[src/rtl/unit_arbiter_if.sv]
// unit_arbiter_if: thread request bundle plus the shared downstream
// execution-unit port, as seen by the arbiter (slave) and its users (master).
interface unit_arbiter_if #(
   parameter int N_THREADS = 4,
   parameter int N_ARGS    = 3,
   parameter int W         = 32,
   parameter int SEL_W     = 2
);
   localparam int GW = (N_THREADS > 1) ? $clog2(N_THREADS) : 1;

   logic [N_THREADS-1:0]                    req_valid;
   logic [N_THREADS-1:0][SEL_W-1:0]         req_sel;
   logic [N_THREADS-1:0][N_ARGS-1:0][W-1:0] req_in;
   logic [N_THREADS-1:0]                    req_lock;
   logic [N_THREADS-1:0]                    req_ready;
   logic [W-1:0]                            resp_data;
   logic [SEL_W-1:0]                        unit_sel;
   logic [N_ARGS-1:0][W-1:0]                unit_in;
   logic [W-1:0]                            unit_out;
   logic                                    unit_ready;
   logic [GW-1:0]                           grant_id;
   logic                                    busy;

   modport master (
      output req_valid,
      output req_sel,
      output req_in,
      output req_lock,
      output unit_out,
      output unit_ready,
      input  req_ready,
      input  resp_data,
      input  unit_sel,
      input  unit_in,
      input  grant_id,
      input  busy
   );

   modport slave (
      input  req_valid,
      input  req_sel,
      input  req_in,
      input  req_lock,
      input  unit_out,
      input  unit_ready,
      output req_ready,
      output resp_data,
      output unit_sel,
      output unit_in,
      output grant_id,
      output busy
   );
endinterface

[src/rtl/unit_arbiter.sv]
// unit_arbiter: round-robin sharing of one execution-unit port among
// N_THREADS sequencers, with a bounded lock across consecutive transactions.
module unit_arbiter #(
   parameter int N_THREADS = 4,
   parameter int N_ARGS    = 3,
   parameter int W         = 32,
   parameter int SEL_W     = 2,
   parameter int LOCK_MAX  = 4
) (
   input logic           clk,
   input logic           rst,
   unit_arbiter_if.slave bus
);
   localparam int GW = (N_THREADS > 1) ? $clog2(N_THREADS) : 1;
   localparam int CW = $clog2(LOCK_MAX + 1);

   typedef enum logic [1:0] {
      IDLE   = 2'd0,
      BUSY   = 2'd1,
      LOCKED = 2'd2
   } state_e;

   state_e        state_q, state_d;
   logic [GW-1:0] g_q, g_d;
   logic [GW-1:0] rr_ptr_q, rr_ptr_d;
   logic [CW-1:0] lock_cnt_q, lock_cnt_d;

   logic [GW-1:0] winner;
   logic [GW-1:0] cand;
   logic [GW-1:0] g_nxt;
   logic          found;
   logic          done;
   logic          in_busy;
   int            idx;

   function automatic logic [GW-1:0] next_id(input logic [GW-1:0] t);
      if (int'(t) == N_THREADS - 1) begin
         return '0;
      end
      return t + GW'(1);
   endfunction

   // First requester at or after rr_ptr, wrapping modulo N_THREADS.
   always_comb begin
      winner = '0;
      cand   = '0;
      found  = 1'b0;
      idx    = 0;
      for (int i = 0; i < N_THREADS; i++) begin
         idx  = (int'(rr_ptr_q) + i) % N_THREADS;
         cand = GW'(idx);
         if (!found && bus.req_valid[cand]) begin
            found  = 1'b1;
            winner = cand;
         end
      end
   end

   assign g_nxt = next_id(g_q);

   always_comb begin
      state_d    = state_q;
      g_d        = g_q;
      rr_ptr_d   = rr_ptr_q;
      lock_cnt_d = lock_cnt_q;
      done       = 1'b0;
      unique case (state_q)
         IDLE: begin
            if (found) begin
               g_d     = winner;
               state_d = BUSY;
            end
         end
         BUSY: begin
            // A withdrawn request aborts even if the unit answers now.
            if (!bus.req_valid[g_q]) begin
               state_d    = IDLE;
               rr_ptr_d   = g_nxt;
               lock_cnt_d = '0;
            end else if (bus.unit_ready) begin
               done     = 1'b1;
               rr_ptr_d = g_nxt;
               if (bus.req_lock[g_q] &&
                   (lock_cnt_q < CW'(LOCK_MAX - 1))) begin
                  state_d    = LOCKED;
                  lock_cnt_d = lock_cnt_q + CW'(1);
               end else begin
                  state_d    = IDLE;
                  lock_cnt_d = '0;
               end
            end
         end
         LOCKED: begin
            if (bus.req_valid[g_q]) begin
               state_d = BUSY;
            end else if (!bus.req_lock[g_q]) begin
               state_d    = IDLE;
               lock_cnt_d = '0;
            end
         end
         default: begin
            state_d    = IDLE;
            lock_cnt_d = '0;
         end
      endcase
   end

   always_ff @(posedge clk or posedge rst) begin
      if (rst) begin
         state_q    <= IDLE;
         g_q        <= '0;
         rr_ptr_q   <= '0;
         lock_cnt_q <= '0;
      end else begin
         state_q    <= state_d;
         g_q        <= g_d;
         rr_ptr_q   <= rr_ptr_d;
         lock_cnt_q <= lock_cnt_d;
      end
   end

   // Downstream port and completion are pass-through so a combinational
   // unit finishes in the first BUSY cycle.
   assign in_busy       = (state_q == BUSY);
   assign bus.unit_sel  = in_busy ? bus.req_sel[g_q] : '0;
   assign bus.unit_in   = in_busy ? bus.req_in[g_q] : '0;
   assign bus.resp_data = done ? bus.unit_out : '0;
   assign bus.req_ready = done ? (N_THREADS'(1) << g_q) : '0;
   assign bus.grant_id  = g_q;
   assign bus.busy      = (state_q != IDLE);

endmodule

[src/flat_wrapper.sv]
// flat-port wrapper written by rule: the top's interface ports become plain ports
module unit_arbiter_flat 
#(
   parameter int N_THREADS = 4,
   parameter int N_ARGS    = 3,
   parameter int W         = 32,
   parameter int SEL_W     = 2,
   parameter int LOCK_MAX  = 4
)
  (clk, rst, bus_req_valid, bus_req_sel, bus_req_in, bus_req_lock, bus_unit_out, bus_unit_ready, bus_req_ready, bus_resp_data, bus_unit_sel, bus_unit_in, bus_grant_id, bus_busy);
  unit_arbiter_if #(.N_THREADS(N_THREADS), .N_ARGS(N_ARGS), .W(W), .SEL_W(SEL_W)) bus_i ();
  input logic clk;
  input logic rst;
  input wire logic [$bits(bus_i.req_valid)-1:0] bus_req_valid;
  input wire logic [$bits(bus_i.req_sel)-1:0] bus_req_sel;
  input wire logic [$bits(bus_i.req_in)-1:0] bus_req_in;
  input wire logic [$bits(bus_i.req_lock)-1:0] bus_req_lock;
  input wire logic [$bits(bus_i.unit_out)-1:0] bus_unit_out;
  input wire logic [$bits(bus_i.unit_ready)-1:0] bus_unit_ready;
  output wire logic [$bits(bus_i.req_ready)-1:0] bus_req_ready;
  output wire logic [$bits(bus_i.resp_data)-1:0] bus_resp_data;
  output wire logic [$bits(bus_i.unit_sel)-1:0] bus_unit_sel;
  output wire logic [$bits(bus_i.unit_in)-1:0] bus_unit_in;
  output wire logic [$bits(bus_i.grant_id)-1:0] bus_grant_id;
  output wire logic [$bits(bus_i.busy)-1:0] bus_busy;
  assign bus_i.req_valid = bus_req_valid;
  assign bus_i.req_sel = bus_req_sel;
  assign bus_i.req_in = bus_req_in;
  assign bus_i.req_lock = bus_req_lock;
  assign bus_i.unit_out = bus_unit_out;
  assign bus_i.unit_ready = bus_unit_ready;
  assign bus_req_ready = bus_i.req_ready;
  assign bus_resp_data = bus_i.resp_data;
  assign bus_unit_sel = bus_i.unit_sel;
  assign bus_unit_in = bus_i.unit_in;
  assign bus_grant_id = bus_i.grant_id;
  assign bus_busy = bus_i.busy;
  unit_arbiter #(.N_THREADS(N_THREADS), .N_ARGS(N_ARGS), .W(W), .SEL_W(SEL_W), .LOCK_MAX(LOCK_MAX)) u_core (.clk(clk), .rst(rst), .bus(bus_i));
endmodule
[config.mk]
export PLATFORM = sky130hd
export DESIGN_NAME = unit_arbiter_flat
export DESIGN_NICKNAME = d
export VERILOG_FILES = /design/src/rtl/unit_arbiter_if.sv /design/src/rtl/unit_arbiter.sv /design/src/flat_wrapper.sv
export SDC_FILE = /design/constraint.sdc
export NUM_CORES = 1
export LEC_CHECK = 0
export CAP_MARGIN = 10
export CORE_AREA = 2 2 220 222
export CTS_BUF_LIST = sky130_fd_sc_hd__clkbuf_8
export DETAILED_ROUTE_END_ITERATION = 16
export DIE_AREA = 0 0 222 224
export PLACE_DENSITY_LB_ADDON = 0.05
export SYNTH_ARGS = -nofsm -noshare
export SYNTH_HDL_FRONTEND = slang
export SYNTH_SLANG_ARGS = --single-unit
export TNS_END_PERCENT = 10
[constraint.sdc]
create_clock -name clk -period 2.23 [get_ports clk]
set_input_delay 0.446 -clock clk [delete_from_list [all_inputs] [get_ports clk]]
set_output_delay 0.446 -clock clk [all_outputs]
set_load 0.01 [all_outputs]
==> impl_metrics.env <==
export IMPL_crit_top_cell="buf_6"
export IMPL_hpwl_um=30100
export IMPL_leakagePower_nw=4.369
export IMPL_ir_drop_mv=0.3522
export IMPL_dp_worst_setup_slack_ns=-0.6365
export IMPL_path_max_fanout=5
export IMPL_arrival_ns=2.07
export IMPL_ios=572
export IMPL_hold_path_class="in2async"
export IMPL_critical_path_depth=5
export IMPL_gp_congestion=0.7325
export IMPL_path_cells="buf_6, mux4_2, and3_4, and2_4, buf_6"
export IMPL_overflow=0
export IMPL_synth_top_area_share_pct=58.10
export IMPL_cts_made_buffers=3
export IMPL_layout_common_cells="431 x clkdlybuf4s50_1, 101 x mux4_2, 73 x buf_6"
export IMPL_area_growth_pct=186.1
export IMPL_portBuffers=571
export IMPL_syn_area_mm2=0.003876
export IMPL_nets=1386
export IMPL_ys_warn_count=0
export IMPL_maxSlewHeadroom_pct=67.53
export IMPL_fin_skew_ns=0.006181
export IMPL_tritoncts="done"
export IMPL_die_w_um=222
export IMPL_synthTopCellsByArea="mux4_2 58%, and2_1 22%, dfrtp_1 5.8%, clkbuf_1 1.8%, ha_1 1.6%"
export IMPL_r2r_slack_ns=-0.10
export IMPL_max_cap_violations=0
export IMPL_grt_max_degree=52
export IMPL_wl_um=34900
export IMPL_synthArstFlopShare_pct=100.0
export IMPL_crit_path_end_kind="primary output"
export IMPL_status="finished, violations left"
export IMPL_cp_start_kind="flop"
export IMPL_crit_type="reg2out"
export IMPL_dieArea_mm2=0.04973
export IMPL_worst_ep_required_time_ns=1.78
export IMPL_grt_pass1_vias=6250
export IMPL_synth_edf_count=0
export IMPL_setup_violations_final=138
export IMPL_start_util_pct=8.187
export IMPL_synth_area_leader_cell="mux4_2"
export IMPL_cts_sink_count=9
export IMPL_drt_iter0_drc=96
export IMPL_antenna_left=0
export IMPL_die_y_um=224
export IMPL_synth_seq_cells=9
export IMPL_maxClockFrequency_mhz=396.8
export IMPL_synth_seq_area_share_pct=5.810
export IMPL_crit_buf_inv=2
export IMPL_gr_usage_all_layers_pct=13.09
export IMPL_crit_family="multiplexers"
export IMPL_yosysUniqueCellTypes=31
export IMPL_crit_slowest_cell="mux4_2"
export IMPL_first_pass_iters=4
export IMPL_tightest_slew_ns=0.4856
export IMPL_cts_max_level=1
export IMPL_ff2ff_path_depth=7
export IMPL_syn_avg_cell_area_um2=11.57
export IMPL_layout_drive_gt1_share_pct=39.89
export IMPL_rsz0062_at_grt="yes"
export IMPL_ys_flop_type="dfrtp_1"
export IMPL_fin_util_pct=23.42
export IMPL_postSynthCellCount=335
export IMPL_worst_path_largest_cell_delay_ns=0.61
export IMPL_finalHoldViolations=0
export IMPL_antenna_found_initial=13
export IMPL_violations="negative setup slack"
export IMPL_drv_slew=0
export IMPL_synthesis_nets=775
export IMPL_core_mm2=0.04735
export IMPL_powerDensity_mw_per_mm2=968.4
export IMPL_fillers=5108
export IMPL_routed_via_density=3.566
export IMPL_clock_latency_ns=0.23
export IMPL_finalCritPeriodShare_pct=113.0
export IMPL_path_clk_slew_ns=0.05
export IMPL_drc=0
export IMPL_wire_per_inst_um=22.33
export IMPL_cts_root_buf="clkbuf_8"
export IMPL_r2r_end="u_core.rr_ptr_q[1]"
export IMPL_rr_startpoint="u_core.bus.grant_id[0]"
export IMPL_min_period_ns=2.520
export IMPL_cts_path_max_buffers=2
export IMPL_vias=5573
export IMPL_rows=80
export IMPL_grt_pass1_wl_um=46910
export IMPL_layout_commonest_cell="clkdlybuf4s50_1"
export IMPL_fin_ws_ns=-0.2900
flip-flops by register name (all words and copies together), names as in the netlist:
signal,count
u_core.bus.grant_id,2
u_core.lock_cnt_q,3
u_core.rr_ptr_q,2
u_core.state_q,2
per-layer routing:
layer | share of wire (%) | vias up | global-route usage, %
met5 | 0.31 | - | 0
met4 | 2.9 | 18 | 3.793
met3 | 9.6 | 47 | 5.561
met2 | 54 | 305 | 25.30
met1 | 33 | 2650 | 12.53
li1 | - | 2553 | -
area by class of cell:
class                           count  area, um2  area share (%)
Timing Repair Buffer              636       6300           56.81
Multi-Input combinational cell    289       3709           33.44
Tap cell                          615      769.5           6.939
Sequential cell                     9      232.7           2.099
Clock buffer                        3      41.29          0.3723
Inverter                            7      26.28          0.2369
Antenna cell                        3      7.507         0.06770
Clock inverter                      1      3.754         0.03385
kinds of logic after synthesis:
logic type,synth area share [%]
compound gates,2.518
simple gates,24.79
buf+inv,5.714
flops,5.810
fa+ha+maj,1.614
mux,59.55
power by group:
part | leakage (nW) | total, mW | switching [mW] | internal [mW]
clock | 0.0269 | 0.188 | 0.0682 | 0.120
combinational | 4.23 | 10.2 | 4.24 | 5.94
sequential | 0.113 | 0.372 | 0.133 | 0.239
total | 4.37 | 10.7 | 4.44 | 6.30
worst reg2reg max path, cell delays in order (launching register included):
cell	delay [ns]
dfrtp_4	0.52
buf_6	0.17
mux4_2	0.57
buf_4	0.18
buf_4	0.15
nor2b_1	0.16
nor2_1	0.13
mux2_2	0.34
synthesized netlist by cell type (all sizes together) (2+ instances only):
cell	n
nor2	5
o21ai	5
nand2	5
clkbuf	19
ha	5
mux4	100
nand3b	2
dfrtp	9
inv	7
and2	134
mux2i	3
or2	2
mux2	2
buf	19
a21oi	4
nor2b	2
how the worst max path moves through the flow:
stage                                       from                end  slack (ns)
after global placement          bus_req_valid[3]  bus_resp_data[22]       -0.62
final                     u_core.bus.grant_id[0]  bus_resp_data[27]       -0.29
after detailed placement        bus_req_valid[3]   bus_req_ready[3]       -0.64
after floorplan           u_core.bus.grant_id[0]    bus_unit_in[10]        0.05
after CTS                 u_core.bus.grant_id[0]     bus_unit_in[3]       -0.43
after global routing      u_core.bus.grant_id[0]  bus_resp_data[24]       -0.35
per-stage QoR:
| step | power (mW) | area [um2] | hold slack (ns) | instances | TNS, ns |
|---|---|---|---|---|---|
| final | 10.74 | 11090 | 0.4944 | 1563 | -20.46 |
| after global routing | 11.52 | 11090 | 0.5314 | 1562 | -30.78 |
| after CTS | 10.45 | 10700 | 0.5121 | 1552 | -28.90 |
| after detailed placement | 10.19 | 10750 | 0.5245 | 1532 | -46.88 |
| after global placement | 10.30 | 10750 | 0.5258 | 1532 | -46.51 |
| after floorplan | 4.695 | 3876 | 0.2739 | 335 | 0 |
repair_timing:
action                     in CTS  in global routing
pin swaps                      47                 16
gates resized for setup       544                132
buffers inserted               11                  7
cloned                          7                  3
setup endpoints to repair     134                140
hold buffers                    0                  0
No activity file was read; power rests on OpenSTA's default activity.
